===== config.mk =====
export PLATFORM = sky130hd
export DESIGN_NAME = str_streamer_flat
export DESIGN_NICKNAME = d
export VERILOG_FILES = /design/src/rtl/str_streamer_pkg.sv /design/src/rtl/str_streamer_if.sv /design/src/rtl/str_streamer.sv /design/src/flat_wrapper.sv
export SDC_FILE = /design/constraint.sdc
export NUM_CORES = 1
export LEC_CHECK = 0
export ABC_AREA = 1
export BUFFER_PORTS_ARGS = -buffer_cell sky130_fd_sc_hd__buf_2
export CAP_MARGIN = 15
export CELL_PAD_IN_SITES_DETAIL_PLACEMENT = 2
export CELL_PAD_IN_SITES_GLOBAL_PLACEMENT = 2
export CORE_MARGIN = 10
export CORE_UTILIZATION = 28
export DETAILED_ROUTE_END_ITERATION = 6
export PLACE_DENSITY = 0.74
export SLEW_MARGIN = 20
export SYNTH_ARGS = -nofsm -noshare
export SYNTH_HDL_FRONTEND = slang
export SYNTH_SLANG_ARGS = --single-unit

===== constraint.sdc =====
create_clock -name clk -period 1.66 [get_ports clk]
set_input_delay 0.083 -clock clk [delete_from_list [all_inputs] [get_ports clk]]
set_output_delay 0.083 -clock clk [all_outputs]
set_load 0.02 [all_outputs]

===== src/rtl/str_streamer_pkg.sv =====
// str_streamer_pkg: FSM state encoding and default terminator shared by the string streamer.
package str_streamer_pkg;
    typedef enum logic [2:0] {IDLE, FETCH, WAIT, SEND, DONE} state_t;
    localparam logic [7:0] TERM_DEF = 8'h00;
endpackage


===== src/rtl/str_streamer_if.sv =====
// str_streamer_if: control, string-RAM read port and transmit handshake of the streamer.
interface str_streamer_if #(parameter int DATA_W = 8, parameter int ADDR_W = 8);
    logic              start;
    logic [ADDR_W-1:0] base_addr;
    logic [ADDR_W-1:0] max_len;
    logic [ADDR_W-1:0] mem_addr;
    logic              mem_rd;
    logic [DATA_W-1:0] mem_dat;
    logic [DATA_W-1:0] tx_dat;
    logic              tx_valid;
    logic              tx_ready;
    logic              busy;
    logic              done;
    logic [ADDR_W-1:0] count;
    modport master (
        input  start, base_addr, max_len, mem_dat, tx_ready,
        output mem_addr, mem_rd, tx_dat, tx_valid, busy, done, count
    );
    modport slave (
        output start, base_addr, max_len, mem_dat, tx_ready,
        input  mem_addr, mem_rd, tx_dat, tx_valid, busy, done, count
    );
endinterface


===== src/rtl/str_streamer.sv =====
// str_streamer: reads a terminated string from RAM one byte at a time and offers each byte
// on a valid/ready stream, stopping at the terminator or after max_len accepted bytes.
module str_streamer
    import str_streamer_pkg::*;
#(
    parameter int                DATA_W = 8,
    parameter int                ADDR_W = 8,
    parameter logic [DATA_W-1:0] TERM   = DATA_W'(TERM_DEF)
) (
    input logic               clk,
    input logic               rst,
    str_streamer_if.master    bus
);
    state_t            state;
    state_t            next;
    logic [ADDR_W-1:0] addr;
    logic [ADDR_W-1:0] limit;
    logic [ADDR_W-1:0] cnt;
    logic [ADDR_W-1:0] cnt_nx;
    logic [ADDR_W-1:0] addr_nx;
    logic [DATA_W-1:0] dat;
    logic              is_term;
    logic              hs;
    assign cnt_nx  = cnt + 1'b1;
    assign addr_nx = addr + 1'b1;
    assign is_term = bus.mem_dat == TERM;
    assign hs      = state == SEND && bus.tx_ready;
    always_ff @(posedge clk or negedge rst) begin
        if (!rst) state <= IDLE;
        else      state <= next;
    end
    always_comb begin
        next = state;
        case (state)
            IDLE:    next = bus.start ? (bus.max_len == '0 ? DONE : FETCH) : IDLE;
            FETCH:   next = WAIT;
            WAIT:    next = is_term ? DONE : SEND;
            SEND:    next = bus.tx_ready ? (cnt_nx == limit ? DONE : FETCH) : SEND;
            DONE:    next = IDLE;
            default: next = IDLE;
        endcase
    end
    // Address wraps naturally at 2^ADDR_W; count holds after DONE until the next start.
    always_ff @(posedge clk or negedge rst) begin
        if (!rst) begin
            addr  <= '0;
            limit <= '0;
            cnt   <= '0;
            dat   <= '0;
        end else begin
            if (state == IDLE && bus.start) begin
                addr  <= bus.base_addr;
                limit <= bus.max_len;
                cnt   <= '0;
            end
            if (state == WAIT && !is_term) dat <= bus.mem_dat;
            if (hs) begin
                addr <= addr_nx;
                cnt  <= cnt_nx;
            end
        end
    end
    always_comb begin
        bus.mem_addr = addr;
        bus.mem_rd   = state == FETCH;
        bus.tx_dat   = dat;
        bus.tx_valid = state == SEND;
        bus.busy     = state != IDLE;
        bus.done     = state == DONE;
        bus.count    = cnt;
    end
endmodule


===== src/flat_wrapper.sv =====
// flat-port wrapper written by rule: the top's interface ports become plain ports
module str_streamer_flat import str_streamer_pkg::*;
#(
    parameter int                DATA_W = 8,
    parameter int                ADDR_W = 8,
    parameter logic [DATA_W-1:0] TERM   = DATA_W'(TERM_DEF)
)
  (clk, rst, bus_start, bus_base_addr, bus_max_len, bus_mem_dat, bus_tx_ready, bus_mem_addr, bus_mem_rd, bus_tx_dat, bus_tx_valid, bus_busy, bus_done, bus_count);
  str_streamer_if #(.DATA_W(DATA_W), .ADDR_W(ADDR_W)) bus_i ();
  input logic clk;
  input logic rst;
  input wire logic [$bits(bus_i.start)-1:0] bus_start;
  input wire logic [$bits(bus_i.base_addr)-1:0] bus_base_addr;
  input wire logic [$bits(bus_i.max_len)-1:0] bus_max_len;
  input wire logic [$bits(bus_i.mem_dat)-1:0] bus_mem_dat;
  input wire logic [$bits(bus_i.tx_ready)-1:0] bus_tx_ready;
  output wire logic [$bits(bus_i.mem_addr)-1:0] bus_mem_addr;
  output wire logic [$bits(bus_i.mem_rd)-1:0] bus_mem_rd;
  output wire logic [$bits(bus_i.tx_dat)-1:0] bus_tx_dat;
  output wire logic [$bits(bus_i.tx_valid)-1:0] bus_tx_valid;
  output wire logic [$bits(bus_i.busy)-1:0] bus_busy;
  output wire logic [$bits(bus_i.done)-1:0] bus_done;
  output wire logic [$bits(bus_i.count)-1:0] bus_count;
  assign bus_i.start = bus_start;
  assign bus_i.base_addr = bus_base_addr;
  assign bus_i.max_len = bus_max_len;
  assign bus_i.mem_dat = bus_mem_dat;
  assign bus_i.tx_ready = bus_tx_ready;
  assign bus_mem_addr = bus_i.mem_addr;
  assign bus_mem_rd = bus_i.mem_rd;
  assign bus_tx_dat = bus_i.tx_dat;
  assign bus_tx_valid = bus_i.tx_valid;
  assign bus_busy = bus_i.busy;
  assign bus_done = bus_i.done;
  assign bus_count = bus_i.count;
  str_streamer #(.DATA_W(DATA_W), .ADDR_W(ADDR_W), .TERM(TERM)) u_core (.clk(clk), .rst(rst), .bus(bus_i));
endmodule

======== Word-level counts from Yosys, hierarchy flattened ========
Cells that the tools add are included.
word-level totals
  flip-flop bits (word level) ............. 35
  bits in latches ......................... 0
  memory bits (writable) .................. 0
  memory bits (read-only) ................. 0
  bits of input ports ..................... 28
  output and inout bits ................... 28
  memories kept ........................... 0
cells by class
  add/sub/neg operators ................... 2
  $mul .................................... 0
  div/mod/pow operators ................... 0
  order comparisons ....................... 0
  eq/ne operators ......................... 5
  shifts and indexed selects .............. 0
  multiplexer cells ....................... 10
  bitwise operators ....................... 0
  reductions and logical operators ........ 9
operator list
  cell                                                                    count
  8-bit two-way mux                                                       4
  8-bit by 1-bit adder with 8-bit output (second input constant)          2
  8-bit logical NOT                                                       2
  3-bit two-way mux                                                       5
  3-bit one-hot mux with 4 select lines                                   1
  8-bit equality test                                                     1
  3-bit by 2-bit equality test with 1-bit output (second input constant)  2
  3-bit by 1-bit equality test with 1-bit output (second input constant)  1
  3-bit equality test (second input constant)                             1
  1-bit logical AND                                                       3
  3-bit logical NOT                                                       1
  3-bit nonzero test                                                      1
  2-bit nonzero test                                                      1
  1-bit logical NOT                                                       1

======== Depth between registers and ports, before layout ========
  word-level depth ........................ 5
  gate-level depth with buffers ........... 12
  gate-level depth less buffers ........... 12

======== Worst setup path before layout ========
No wires, ideal clock.
  path kind ............................... flip-flop to flip-flop
  from .................................... register u_core.cnt[0], in the netlist u_core.bus.count[0]
  to ...................................... register u_core.state[0]
  arrival ................................. 1.440 ns
  path slack .............................. 0.103 ns
  cell stages (with the launch flop) ...... 12
  path buffers ............................ 0
  clock period less this slack ............ 1.557 ns
  cells stage by stage .................... dfrtp_1 -> ha_1 -> inv_1 -> nor2_1 -> nor2_1 -> nand3_1 -> nor2_1 -> nand3_1 -> nor2_2 -> nand2_1 -> nand2_1 -> nand2_1
between the ends
  word-level cells in the longest chain between the ends .. 5
ends and longest elaborated chain
  element                                 line                text
  from (decl)                             str_streamer.sv:18  logic [ADDR_W-1:0] cnt;
  from (signal assigned)                  str_streamer.sv:59  cnt <= cnt_nx;
  8-bit by 1-bit adder with 8-bit output  str_streamer.sv:24  assign cnt_nx = cnt + 1'b1;
  8-bit equality test                     str_streamer.sv:38  SEND: next = bus.tx_ready ? (cnt_nx == limit ? DONE : FETCH) : SEND;
  3-bit two-way mux (2 in a row)          str_streamer.sv:38
  3-bit one-hot mux with 4 select lines   str_streamer.sv:34  case (state)
  named net u_core.next[0]                str_streamer.sv:15  state_t next;
  to (signal assigned)                    str_streamer.sv:30  else state <= next;
  to (decl)                               str_streamer.sv:14  state_t state;
The timed path passes the listed nets, and every way through them passes these cells.
A chain may end at the register's enable or synchronous reset.

======== Worst setup path in the final report ========
  from .................................... register u_core.cnt[1], in the netlist u_core.bus.count[1]
  to ...................................... register u_core.state[0]
The elaborated chain is that of the path after synthesis.

==> out/metrics.yaml <==
run_status:
  run_status: "completed"
cts:
  cts.reportedPaths.clkPinSlew_ns: 0.08
  clock-root-buffer: "clkbuf_8"
  cts_buffers: 5
  cts_tree: "yes"
  cts_max_level: 2
  clk_latency_ns: 0.29
  clockBufferDepth: 2
  cts_sinks: 35
finish:
  layout-drive-gt1-share_pct: 31.8
  area_delta_synth_final_pct: 29.2
  fillers: 841
  diodes: 0
  fin_nets: 350
critical_path:
  path_cells: "buf_6 -> nand2_2 -> nor2_4 -> nand2_2 -> nand2_2 -> nand2_1 -> nand2_1 -> nand2_1 -> nor2_2 -> nand2_1 -> nand2_1 -> nand2_1"
  start_kind: "flop"
  cp.arrival_ns: 1.71
  crit_path_frequent_cell: "nand2_1"
  cpMaxStageDelayCell: "dfrtp_1"
  critical-path-max-stage-delay_ns: 0.41
  crit_path_end_kind: "flop"
  cp_data_required_time_ns: 1.85
  worst-setup-path-type: "flop to flop"
  worst-path-max-fanout: 4
floorplan:
  die_y_um: 103
  num_rows: 30
  initial_core_util_pct: 28.7
  core_um2: 6790
  ios: 56
  die_x_um: 103
  die-area_um2: 10700
detailed_routing:
  drt_iter0_markers: 24
  vias: 1919
  drt_first_pass_iters: 4
  routed_wl_mm: 6.50
  viasPerCell: 4.60
  antenna_left: 0
  wire_per_inst_um: 15.6
  drc: 0
synthesis:
  synth_common_cells: "nand2_1, inv_1, dfrtp_1"
  ys_types: 32
  synth_top_area_share_pct: 44.9
  syn-mean-instance-area_um2: 7.64
  synth_area_leader_cell: "dfrtp_1"
  ys_seq_area_share_pct: 44.9
  synth_ff_type: "dfrtp_1"
  yosysWarnings: 0
  syn_inst: 255
  ys_ff_latch: 35
  synth.cell_area_um2: 1950
  synth_edf_count: 0
  synth.area.top_cells: "dfrtp_1, nand2_1, inv_1"
  synth_most_common_cell: "nand2_1"
  async_reset_ff_share_pct: 100
  synth_fp_nets: 285
global_routing:
  grt_pass1_vias: 2150
  grt_max_degree: 36
  overflow: 0
  grt_use_total_pct: 12.6
  antenna_found_initial: 0
  grt_first_pass_wirelength_mm: 10.6
timing:
  fin_worst_skew_ns: 0.00851
  fmax_ghz: 0.656
  finalSetupViolCount: 0
  setup_slack_ns: 0.137
  final.period_utilization_pct: 91.8
  tightest_slew_ns: 0.495
  finalCriticalPeriod_ns: 1.52
  finalHoldViolCount: 0
  slew_viol_final: 0
  slew-limit-headroom_pct: 67.0
power_and_ir_drop:
  cellPowerDensity_nw_per_um2: 1960
  totalPowerFinal_mw: 4.93
  max-vdd-ir-drop_uv: 549
  p_leak_nw: 1.30
run:
  max_cap_viol_count: 0
placed_design:
  place_ws_ns: 0.129
  gp_congestion: 0.737
  hpwl_mm: 5.04
  io_buffers: 55
worst_hold_path:
  hold_class: "input port to flop"
==> critical path, delay by kind of cell, from the launching register on <==
kind	cells	cell delay (ns)
simple gates	11	0.88
buf+inv	1	0.13
flops	1	0.41
==> cells in the final DEF (no fill, tap or decap), types with 2 or more instances in the layout <==
| cell type | count |
|---|---|
| o21ai_1 | 17 |
| buf_4 | 7 |
| inv_1 | 35 |
| o22ai_1 | 5 |
| nand2_2 | 9 |
| o21ai_0 | 8 |
| nand3_1 | 25 |
| nand2_1 | 63 |
| buf_2 | 55 |
| clkbuf_8 | 6 |
| xor2_1 | 3 |
| nand3b_1 | 2 |
| nor4_1 | 2 |
| dfrtp_1 | 35 |
| nor2_1 | 9 |
| a21oi_1 | 3 |
| inv_2 | 6 |
| nand3_2 | 2 |
| o221ai_1 | 2 |
| nor2_2 | 7 |
| nor3_1 | 3 |
| nor2_4 | 2 |
==> layout make-up <==
cell class	count	area [µm²]	area share [%]
clock inverter	2	35.0	1.39
timing repair buffer	64	349	13.9
inverter	43	164	6.51
sequential	35	876	34.8
clock buffer	6	82.6	3.28
tap	96	120	4.77
multi-input combinational	171	892	35.4
==> repair_timing <==
item	in CTS	in global routing
buffers inserted	0	1
hold endpoints to repair	35	0
endpoints found under the setup margin	0	2
hold buffers	1	0
resized for setup	0	8
==> flip-flops by register name, indices dropped and copies added (netlist names) <==
name                 cells
u_core.bus.count         8
u_core.bus.mem_addr      8
u_core.bus.tx_dat        8
u_core.limit             8
u_core.state             3
==> layer usage <==
layer  vias to the layer above  part of all wire, %  routed length [µm]  track usage, %
met3                         5                  4.6                 299            3.52
met5                         -                    0                   0               0
met2                        29                   51                3330            22.4
met4                         0                  1.1                  72            3.21
li1                        941                    -                   -               -
met1                       944                   43                2800            14.6
==> final timing paths <==
path	start	end	slack [ns]	cells after the start
min in group asynchronous	rst	u_core.limit[7]	0.37	3
min	bus_base_addr[1]	u_core.bus.mem_addr[1]	0.02	3
max	u_core.bus.count[1]	u_core.state[0]	0.14	12
max reg2reg	u_core.bus.count[1]	u_core.state[0]	0.14	12
min reg2reg	u_core.bus.tx_dat[4]	u_core.bus.tx_dat[4]	0.48	2
max in group asynchronous	rst	u_core.bus.count[0]	0.94	3
==> report_power, final <==
| part | leakage (nW) | switching, mW | internal [mW] |
|---|---|---|---|
| clock | 0.0612 | 0.324 | 0.486 |
| sequential | 0.437 | 0.410 | 1.25 |
| combinational | 0.798 | 1.60 | 0.856 |
| total | 1.30 | 2.33 | 2.59 |
==> cell families (layout without fill, tap and decap cells) <==
kind of cell	count (synthesis)	after routing	synth area share, %
and+or+nand+nor	126	126	29.7
buffers and inverters	49	115	10.7
AOI/OAI and AO/OA	40	40	12.0
DFF	35	35	44.9
xor gates and xnor gates	3	3	1.35
adders and majority gates	2	2	1.28
==> stage by stage <==
stage          std cells  utilization (%)  hold slack (ns)  area [µm²]   TNS, ns
2_1_floorplan        255                -           -0.213        1950         0
3_3_place_gp         407             34.6            0.172        2350         0
3_5_place_dp         407             34.6            0.171        2350         0
4_1_cts              416             36.5           0.0150        2480         0
5_1_grt              417             37.1           0.0274        2520  -0.00388
6_report             417             37.1           0.0206        2520         0
Power figures use the tool's default switching activity.
